--- src/rtl/alu_pkg.sv ---
// Shared ALU opcode encoding, MIPS opcode/funct constants and the decoded-bundle
// payload passed from decode to execute.
package alu_pkg;

  localparam int unsigned XLEN   = 32;
  localparam int unsigned REG_W  = 5;
  localparam int unsigned OP_W   = 6;
  localparam int unsigned ALU_W  = 5;
  localparam int unsigned IMM_W  = 16;

  typedef enum logic [ALU_W-1:0] {
    ALU_SLL     = 5'b00000,
    ALU_SRL     = 5'b00001,
    ALU_SRA     = 5'b00010,
    ALU_SLLV    = 5'b00011,
    ALU_SRLV    = 5'b00100,
    ALU_SRAV    = 5'b00101,
    ALU_ADD     = 5'b00110,
    ALU_ADDU    = 5'b00111,
    ALU_SUB     = 5'b01000,
    ALU_SUBU    = 5'b01001,
    ALU_AND     = 5'b01010,
    ALU_OR      = 5'b01011,
    ALU_XOR     = 5'b01100,
    ALU_NOR     = 5'b01101,
    ALU_SLT     = 5'b01110,
    ALU_SLTU    = 5'b01111,
    ALU_LUI     = 5'b10000,
    ALU_ILLEGAL = 5'b11111
  } alu_op_e;

  localparam logic [OP_W-1:0] OP_RTYPE = 6'h00;
  localparam logic [OP_W-1:0] OP_ADDI  = 6'h08;
  localparam logic [OP_W-1:0] OP_ADDIU = 6'h09;
  localparam logic [OP_W-1:0] OP_SLTI  = 6'h0a;
  localparam logic [OP_W-1:0] OP_SLTIU = 6'h0b;
  localparam logic [OP_W-1:0] OP_ANDI  = 6'h0c;
  localparam logic [OP_W-1:0] OP_ORI   = 6'h0d;
  localparam logic [OP_W-1:0] OP_XORI  = 6'h0e;
  localparam logic [OP_W-1:0] OP_LUI   = 6'h0f;
  localparam logic [OP_W-1:0] OP_LW    = 6'h23;
  localparam logic [OP_W-1:0] OP_SW    = 6'h2b;

  localparam logic [OP_W-1:0] FN_SLL  = 6'h00;
  localparam logic [OP_W-1:0] FN_SRL  = 6'h02;
  localparam logic [OP_W-1:0] FN_SRA  = 6'h03;
  localparam logic [OP_W-1:0] FN_SLLV = 6'h04;
  localparam logic [OP_W-1:0] FN_SRLV = 6'h06;
  localparam logic [OP_W-1:0] FN_SRAV = 6'h07;
  localparam logic [OP_W-1:0] FN_ADD  = 6'h20;
  localparam logic [OP_W-1:0] FN_ADDU = 6'h21;
  localparam logic [OP_W-1:0] FN_SUB  = 6'h22;
  localparam logic [OP_W-1:0] FN_SUBU = 6'h23;
  localparam logic [OP_W-1:0] FN_AND  = 6'h24;
  localparam logic [OP_W-1:0] FN_OR   = 6'h25;
  localparam logic [OP_W-1:0] FN_XOR  = 6'h26;
  localparam logic [OP_W-1:0] FN_NOR  = 6'h27;
  localparam logic [OP_W-1:0] FN_SLT  = 6'h2a;
  localparam logic [OP_W-1:0] FN_SLTU = 6'h2b;

  typedef struct packed {
    alu_op_e           alu_control;
    logic [REG_W-1:0]  shamt;
    logic [REG_W-1:0]  rs_addr;
    logic [REG_W-1:0]  rt_addr;
    logic [REG_W-1:0]  dest_addr;
    logic [XLEN-1:0]   imm32;
    logic              use_imm;
    logic              reg_write;
    logic              is_load;
    logic              is_store;
    logic              illegal;
  } dec_bundle_t;

  function automatic logic [XLEN-1:0] sext16(input logic [IMM_W-1:0] v);
    return {{(XLEN-IMM_W){v[IMM_W-1]}}, v};
  endfunction

  function automatic logic [XLEN-1:0] zext16(input logic [IMM_W-1:0] v);
    return {{(XLEN-IMM_W){1'b0}}, v};
  endfunction

endpackage

--- src/rtl/alu_ctrl_decode_comb.sv ---
// Pure combinational MIPS instruction decode into the ALU control bundle.
module alu_ctrl_decode_comb
  import alu_pkg::*;
(
  input  logic [XLEN-1:0] instr,
  output dec_bundle_t     bundle_c
);

  logic [OP_W-1:0]  opcode;
  logic [OP_W-1:0]  funct;
  logic [IMM_W-1:0] imm16;
  logic             legal;

  assign opcode = instr[31:26];
  assign funct  = instr[5:0];
  assign imm16  = instr[15:0];

  always_comb begin
    legal            = 1'b1;
    bundle_c         = '0;
    bundle_c.rs_addr = instr[25:21];
    bundle_c.rt_addr = instr[20:16];

    if (opcode == OP_RTYPE) begin
      bundle_c.dest_addr = instr[15:11];
      bundle_c.shamt     = instr[10:6];
      case (funct)
        FN_SLL:  bundle_c.alu_control = ALU_SLL;
        FN_SRL:  bundle_c.alu_control = ALU_SRL;
        FN_SRA:  bundle_c.alu_control = ALU_SRA;
        FN_SLLV: bundle_c.alu_control = ALU_SLLV;
        FN_SRLV: bundle_c.alu_control = ALU_SRLV;
        FN_SRAV: bundle_c.alu_control = ALU_SRAV;
        FN_ADD:  bundle_c.alu_control = ALU_ADD;
        FN_ADDU: bundle_c.alu_control = ALU_ADDU;
        FN_SUB:  bundle_c.alu_control = ALU_SUB;
        FN_SUBU: bundle_c.alu_control = ALU_SUBU;
        FN_AND:  bundle_c.alu_control = ALU_AND;
        FN_OR:   bundle_c.alu_control = ALU_OR;
        FN_XOR:  bundle_c.alu_control = ALU_XOR;
        FN_NOR:  bundle_c.alu_control = ALU_NOR;
        FN_SLT:  bundle_c.alu_control = ALU_SLT;
        FN_SLTU: bundle_c.alu_control = ALU_SLTU;
        default: legal = 1'b0;
      endcase
    end else begin
      bundle_c.use_imm   = 1'b1;
      bundle_c.dest_addr = instr[20:16];
      bundle_c.imm32     = sext16(imm16);
      case (opcode)
        OP_ADDI:  bundle_c.alu_control = ALU_ADD;
        OP_ADDIU: bundle_c.alu_control = ALU_ADDU;
        OP_SLTI:  bundle_c.alu_control = ALU_SLT;
        OP_SLTIU: bundle_c.alu_control = ALU_SLTU;
        OP_ANDI: begin
          bundle_c.alu_control = ALU_AND;
          bundle_c.imm32       = zext16(imm16);
        end
        OP_ORI: begin
          bundle_c.alu_control = ALU_OR;
          bundle_c.imm32       = zext16(imm16);
        end
        OP_XORI: begin
          bundle_c.alu_control = ALU_XOR;
          bundle_c.imm32       = zext16(imm16);
        end
        // the ALU does the <<16 itself, so the raw immediate is passed through
        OP_LUI: begin
          bundle_c.alu_control = ALU_LUI;
          bundle_c.imm32       = zext16(imm16);
        end
        OP_LW: begin
          bundle_c.alu_control = ALU_ADDU;
          bundle_c.is_load     = 1'b1;
        end
        OP_SW: begin
          bundle_c.alu_control = ALU_ADDU;
          bundle_c.is_store    = 1'b1;
        end
        default: legal = 1'b0;
      endcase
    end

    // undecoded encodings still travel down the pipe, but with no side effects
    if (!legal) begin
      bundle_c             = '0;
      bundle_c.rs_addr     = instr[25:21];
      bundle_c.rt_addr     = instr[20:16];
      bundle_c.alu_control = ALU_ILLEGAL;
      bundle_c.illegal     = 1'b1;
    end

    bundle_c.reg_write = legal && !bundle_c.is_store && (bundle_c.dest_addr != '0);
  end

endmodule

--- src/rtl/alu_ctrl_decode.sv ---
// Registered decode stage: decodes on accept into a 2-entry skid FIFO whose head
// register drives the output bundle directly.
module alu_ctrl_decode
  import alu_pkg::*;
#(
  parameter int unsigned DEPTH = 2
) (
  input  logic             clk,
  input  logic             rst,
  input  logic             flush,
  input  logic             in_valid,
  output logic             in_ready,
  input  logic [XLEN-1:0]  instr,
  output logic             out_valid,
  input  logic             out_ready,
  output logic [ALU_W-1:0] alu_control,
  output logic [REG_W-1:0] shamt,
  output logic [REG_W-1:0] rs_addr,
  output logic [REG_W-1:0] rt_addr,
  output logic [REG_W-1:0] dest_addr,
  output logic [XLEN-1:0]  imm32,
  output logic             use_imm,
  output logic             reg_write,
  output logic             is_load,
  output logic             is_store,
  output logic             illegal
);

  localparam int unsigned CNT_W = 2;

  if (DEPTH != 2) begin : g_bad_depth
    $fatal(1, "alu_ctrl_decode: only DEPTH=2 is supported");
  end

  dec_bundle_t       dec_c;
  dec_bundle_t       head_q, head_d;
  dec_bundle_t       tail_q, tail_d;
  logic [CNT_W-1:0]  count_q, count_d;
  logic              out_valid_q, out_valid_d;
  logic              in_ready_q, in_ready_d;
  logic              push_c, pop_c;

  alu_ctrl_decode_comb u_comb (
    .instr    (instr),
    .bundle_c (dec_c)
  );

  assign push_c = in_valid && in_ready_q;
  assign pop_c  = out_valid_q && out_ready;

  // State register
  always_ff @(posedge clk) begin
    if (rst) begin
      head_q      <= '0;
      tail_q      <= '0;
      count_q     <= '0;
      out_valid_q <= 1'b0;
      in_ready_q  <= 1'b1;
    end else begin
      head_q      <= head_d;
      tail_q      <= tail_d;
      count_q     <= count_d;
      out_valid_q <= out_valid_d;
      in_ready_q  <= in_ready_d;
    end
  end

  // Next-state: head is the oldest entry, tail only used when two are held
  always_comb begin
    head_d  = head_q;
    tail_d  = tail_q;
    count_d = count_q;

    if (flush) begin
      count_d = '0;
    end else begin
      case (count_q)
        CNT_W'(0): begin
          if (push_c) begin
            head_d  = dec_c;
            count_d = CNT_W'(1);
          end
        end
        CNT_W'(1): begin
          if (push_c && pop_c) begin
            head_d = dec_c;
          end else if (push_c) begin
            tail_d  = dec_c;
            count_d = CNT_W'(2);
          end else if (pop_c) begin
            count_d = CNT_W'(0);
          end
        end
        CNT_W'(2): begin
          if (pop_c) begin
            head_d  = tail_q;
            count_d = CNT_W'(1);
          end
        end
        default: count_d = '0;
      endcase
    end

    out_valid_d = (count_d != '0);
    in_ready_d  = (count_d < CNT_W'(DEPTH));
  end

  // Outputs come straight from registers
  always_comb begin
    in_ready    = in_ready_q;
    out_valid   = out_valid_q;
    alu_control = head_q.alu_control;
    shamt       = head_q.shamt;
    rs_addr     = head_q.rs_addr;
    rt_addr     = head_q.rt_addr;
    dest_addr   = head_q.dest_addr;
    imm32       = head_q.imm32;
    use_imm     = head_q.use_imm;
    reg_write   = head_q.reg_write;
    is_load     = head_q.is_load;
    is_store    = head_q.is_store;
    illegal     = head_q.illegal;
  end

endmodule

--- config.mk ---
export PLATFORM = sky130hd
export DESIGN_NAME = alu_ctrl_decode
export DESIGN_NICKNAME = d
export VERILOG_FILES = /design/src/rtl/alu_pkg.sv /design/src/rtl/alu_ctrl_decode_comb.sv /design/src/rtl/alu_ctrl_decode.sv
export SDC_FILE = /design/constraint.sdc
export NUM_CORES = 1
export LEC_CHECK = 0
export CAP_MARGIN = 15
export CORE_AREA = 5 5 96 121
export CTS_CLUSTER_SIZE = 12
export DETAILED_ROUTE_END_ITERATION = 16
export DIE_AREA = 0 0 101 126
export PLACE_DENSITY = 0.71
export SLEW_MARGIN = 10
export SYNTH_ARGS = -nofsm -noshare
export SYNTH_HDL_FRONTEND = slang
export SYNTH_SLANG_ARGS = --single-unit
--- constraint.sdc ---
create_clock -name clk -period 3.7 [get_ports clk]
set_clock_uncertainty 0.15 [all_clocks]
set_input_delay 0.37 -clock clk [delete_from_list [all_inputs] [get_ports clk]]
set_output_delay 0.37 -clock clk [all_outputs]
set_load 0.005 [all_outputs]
==> metrics.txt <==
# TYPE chip_impl_metric gauge
chip_impl_info{name="hold_path.startpoint",value="tail_q[50]$_SDFFE_PP0P_"} 1
chip_impl_metric{name="port_buffers",unit=""} 100
chip_impl_metric{name="totalNegativeSetupSlack",unit="ns"} 0
chip_impl_metric{name="timing.final.ws_setup",unit="ns"} 0.841
chip_impl_metric{name="floorplan.rows",unit=""} 42
chip_impl_metric{name="full_die_area",unit="mm²"} 0.0127
chip_impl_metric{name="core_region_area",unit="mm²"} 0.0104
chip_impl_info{name="capturing_element_type_of_the_critical_path",value="flop"} 1
chip_impl_metric{name="synthCells",unit=""} 573
chip_impl_info{name="root_buffer",value="clkbuf_16"} 1
chip_impl_metric{name="ys_ff_latch",unit=""} 98
chip_impl_metric{name="netlist-cell-type-count",unit=""} 59
chip_impl_metric{name="postLayoutCoreUtil",unit=""} 0.551
chip_impl_metric{name="number_of_enable_type_register_cells_in_the_synthesized_netlist",unit=""} 0
chip_impl_metric{name="grt_start_max_net_pins",unit=""} 74
chip_impl_metric{name="total_wirelength_of_the_detailed_routed_design",unit="mm"} 12.0
chip_impl_metric{name="synthToLayoutAreaGrowth",unit="%"} 26.1
chip_impl_metric{name="cts_buffers",unit=""} 9
chip_impl_metric{name="vias",unit=""} 4276
chip_impl_metric{name="antenna-diode-count",unit=""} 0
chip_impl_metric{name="wire_length_of_the_first_global_routing_pass",unit="mm"} 19.7
chip_impl_metric{name="post_route_cells_drive_above_1_share",unit=""} 0.0668
chip_impl_metric{name="rr_worst_depth",unit=""} 6
chip_impl_metric{name="ys_async_sr_fraction",unit=""} 0
chip_impl_metric{name="drt_first_pass_iters",unit=""} 5
chip_impl_metric{name="track_usage",unit=""} 0.189
chip_impl_info{name="worst_hold_path_type",value="reg2reg"} 1
chip_impl_metric{name="maxClockFrequency",unit="MHz"} 350
chip_impl_metric{name="hold-path-cell-count",unit=""} 2
chip_impl_metric{name="cellLeakagePower",unit="nW"} 1.91
chip_impl_info{name="grt_setup_unrepaired",value="no"} 1
chip_impl_info{name="worst_hold_path.endpoint",value="tail_q[50]$_SDFFE_PP0P_"} 1
chip_impl_metric{name="post_cts_buffers",unit=""} 0
chip_impl_info{name="timing.setup.critical_path_class",value="in2reg"} 1
chip_impl_metric{name="route.detailed.wl_per_inst",unit="µm"} 15.8
chip_impl_metric{name="post_route_clock_period_utilization",unit=""} 0.773
chip_impl_metric{name="dpl_worst_slack",unit="ns"} 0.514
chip_impl_metric{name="setup_viol",unit=""} 0
chip_impl_metric{name="drc",unit=""} 0
chip_impl_metric{name="yosysSeqAreaShare",unit=""} 0.434
chip_impl_metric{name="initial_antenna_violation_count",unit=""} 0
chip_impl_metric{name="floorplan.initialDensity",unit=""} 0.437
chip_impl_metric{name="final_nets",unit=""} 661
chip_impl_info{name="cts_tree",value="done"} 1
chip_impl_metric{name="path_buf_inv",unit=""} 1
chip_impl_metric{name="slew_headroom",unit=""} 0.365
chip_impl_metric{name="first_drt_iteration_drcs",unit=""} 242
chip_impl_metric{name="overall_die_height",unit="µm"} 126
chip_impl_metric{name="finalMaxSlewViolations",unit=""} 0
chip_impl_metric{name="seqCellArea",unit="mm²"} 0.00196
chip_impl_metric{name="number_of_global_route_vias_before_repair",unit=""} 4121
chip_impl_metric{name="worst_ir_drop_vdd",unit="mV"} 0.258
chip_impl_metric{name="clkSinkCount",unit=""} 98
chip_impl_info{name="slowest_stage",value="or4_4"} 1
chip_impl_metric{name="synth.avg_cell_area",unit="µm²"} 7.90
chip_impl_metric{name="synth.net_count",unit=""} 610
chip_impl_metric{name="max-clock-path-buffers",unit=""} 2
chip_impl_metric{name="grt_overflow",unit=""} 0
chip_impl_metric{name="clock_transition_at_the_registers_of_the_reported_paths",unit="ns"} 0.06
chip_impl_metric{name="critical_path_peak_fanout",unit=""} 14
chip_impl_metric{name="yosysWarnings",unit=""} 0
chip_impl_metric{name="tightest_slew",unit="ns"} 0.953
chip_impl_metric{name="multiInputGateArea",unit="mm²"} 0.00223
chip_impl_metric{name="r2r_setup_slack",unit="ns"} 1.44
chip_impl_metric{name="dp_hpwl",unit="mm"} 7.88
chip_impl_metric{name="netlist_area_before_placement",unit="mm²"} 0.00452
chip_impl_metric{name="p_per_area",unit="mW/mm²"} 406
chip_impl_metric{name="cpPeakStageDelay",unit="ns"} 0.61
chip_impl_metric{name="cts-hold-fix-buffers",unit=""} 0
chip_impl_info{name="path_cells",value="clkdlybuf4s50_1 -> or4_4 -> nor4_4 -> and3_1 -> and2_2 -> a221oi_1 -> nor3_2"} 1
chip_impl_metric{name="fillers",unit=""} 976
chip_impl_info{name="r2r_end",value="dest_addr[2]$_SDFFE_PP0P_"} 1
chip_impl_info{name="cp_top_family",value="simple AND/OR/NAND/NOR gates"} 1
chip_impl_metric{name="final_period_minus_worst_setup_slack",unit="ns"} 2.86
chip_impl_metric{name="insertion_delay_of_the_later_clocked_pin_in_the_worst_skew_pair",unit="ns"} 0.35
chip_impl_info{name="startpoint_of_the_worst_slack_reg_to_reg_timing_path",value="count_q[1]$_SDFF_PP0_"} 1
chip_impl_metric{name="ant_nets",unit=""} 0
chip_impl_info{name="result_of_the_run",value="completed"} 1
chip_impl_metric{name="critPathRequiredTime",unit="ns"} 3.82
chip_impl_info{name="worst_setup_path_start_kind",value="input pin"} 1
chip_impl_metric{name="die_w",unit="µm"} 101
chip_impl_info{name="yosys_most_used_dff",value="dfxtp_1"} 1
chip_impl_metric{name="boundaryPins",unit=""} 101
chip_impl_metric{name="final-hold-violation-count",unit=""} 0
chip_impl_metric{name="place_congestion",unit=""} 0.845
chip_impl_metric{name="postcts_resize_cnt",unit=""} 0
chip_impl_metric{name="avgViaCountPerCell",unit=""} 5.62
chip_impl_metric{name="critical_path_arrival",unit="ns"} 2.98
chip_impl_metric{name="drv_cap",unit=""} 0
chip_impl_metric{name="htreeDepth",unit=""} 3
-- per-stage QoR --
| step | power [W] | area, µm² | hold slack (ns) | std cells |
|---|---|---|---|---|
| finish | 0.00232 | 5710 | 0.305 | 761 |
| floorplan | 0.00131 | 4520 | 0.282 | 573 |
| detailed placement | 0.00148 | 5440 | 0.297 | 745 |
| global route | 0.00240 | 5710 | 0.319 | 761 |
| CTS | 0.00234 | 5710 | 0.305 | 761 |
| global placement | 0.00147 | 5440 | 0.292 | 745 |
-- worst max path at each step --
stage / from / end / slack, ns / cells past startpoint
after floorplan: instr[28] / alu_control[2]$_SDFFE_PP0P_ / 1.46 / 7
after global placement: instr[30] / shamt[1]$_SDFFE_PP0P_ / 0.56 / 7
after CTS: instr[30] / shamt[1]$_SDFFE_PP0P_ / 0.87 / 7
after detailed placement: instr[30] / shamt[1]$_SDFFE_PP0P_ / 0.51 / 7
after global routing: instr[30] / shamt[4]$_SDFFE_PP0P_ / 0.67 / 7
final: instr[30] / shamt[4]$_SDFFE_PP0P_ / 0.84 / 7
-- where the power goes --
part	switching, W	total [W]	internal [W]
clock	0.000385	0.000860	0.000474
combinational	0.000164	0.000334	0.000170
sequential	0.0000254	0.00112	0.00110
-- flip-flops by register name, summed over array words and instances (netlist names), 2 cells and up --
name and count:
alu_control 5, count_q 2, dest_addr 5, imm32 17, rs_addr 5, rt_addr 5
shamt 5, tail_q 47
-- synth_stat cells (all sizes together), types with 2 or more instances --
cell type | count | area [µm²]
nor2 | 61 | 229
a21boi | 2 | 15.0
a22oi | 2 | 15.0
a311oi | 29 | 254
inv | 5 | 18.8
nand4 | 2 | 12.5
a211oi | 9 | 72.6
nor2b | 3 | 18.8
a221oi | 11 | 96.3
or3 | 3 | 18.8
o211ai | 3 | 22.5
nand2 | 106 | 398
a21oi | 53 | 277
or4 | 3 | 26.3
a31oi | 3 | 25.0
dfxtp | 98 | 1960
and3b | 2 | 17.5
buf | 23 | 166
and3 | 2 | 12.5
a21o | 4 | 30.0
nor3 | 19 | 120
nand2b | 7 | 43.8
o21ai | 10 | 50.1
nand3 | 38 | 190
clkbuf | 46 | 173
and2 | 2 | 13.8
nor4 | 6 | 65.1
a221o | 2 | 20.0
-- kinds of logic after synthesis --
logic type / synth area share
AO/OA/AOI/OAI: 0.217
AND/OR/NAND/NOR: 0.269
XOR/XNOR: 0.00194
flip-flops: 0.434
buffers and inverters: 0.0791
-- cell type report --
type | instances | area share
repair buffers | 109 | 0.187
inverters | 5 | 0.00329
well taps | 132 | 0.0289
flip-flops and latches | 98 | 0.344
clock buffers | 14 | 0.0445
clock inverters | 2 | 0.00219
multi-input cells | 401 | 0.390
-- cells in the final DEF, fill, tap and decap left out, drive strengths merged, types with 2 or more instances in the layout --
cell,n
clkbuf,14
and3b,2
or3,3
a22oi,2
nor2,61
inv,5
or4,3
a211oi,9
and3,2
a21boi,2
clkdlybuf4s50,99
a311oi,29
a21o,4
dfxtp,98
nand4,2
a221o,2
nand2b,7
nand2,106
nor4,6
a21oi,53
o21ai,10
nand3,38
o211ai,3
nor3,19
nor2b,3
a31oi,3
a221oi,11
and2,2
buf,10
-- metal layers --
metal,track usage,up-vias,part of all wire
met5,0,-,0
met4,0.0782,0,0.021
met3,0.0371,16,0.052
met2,0.324,114,0.51
met1,0.229,2031,0.42
li1,-,2115,-
-- worst min-delay path: stages, from the launching register on --
cell     delay, ns
dfxtp_1       0.31
nand2_1       0.05
a21oi_1       0.05
Power figures use the tool's default switching activity.
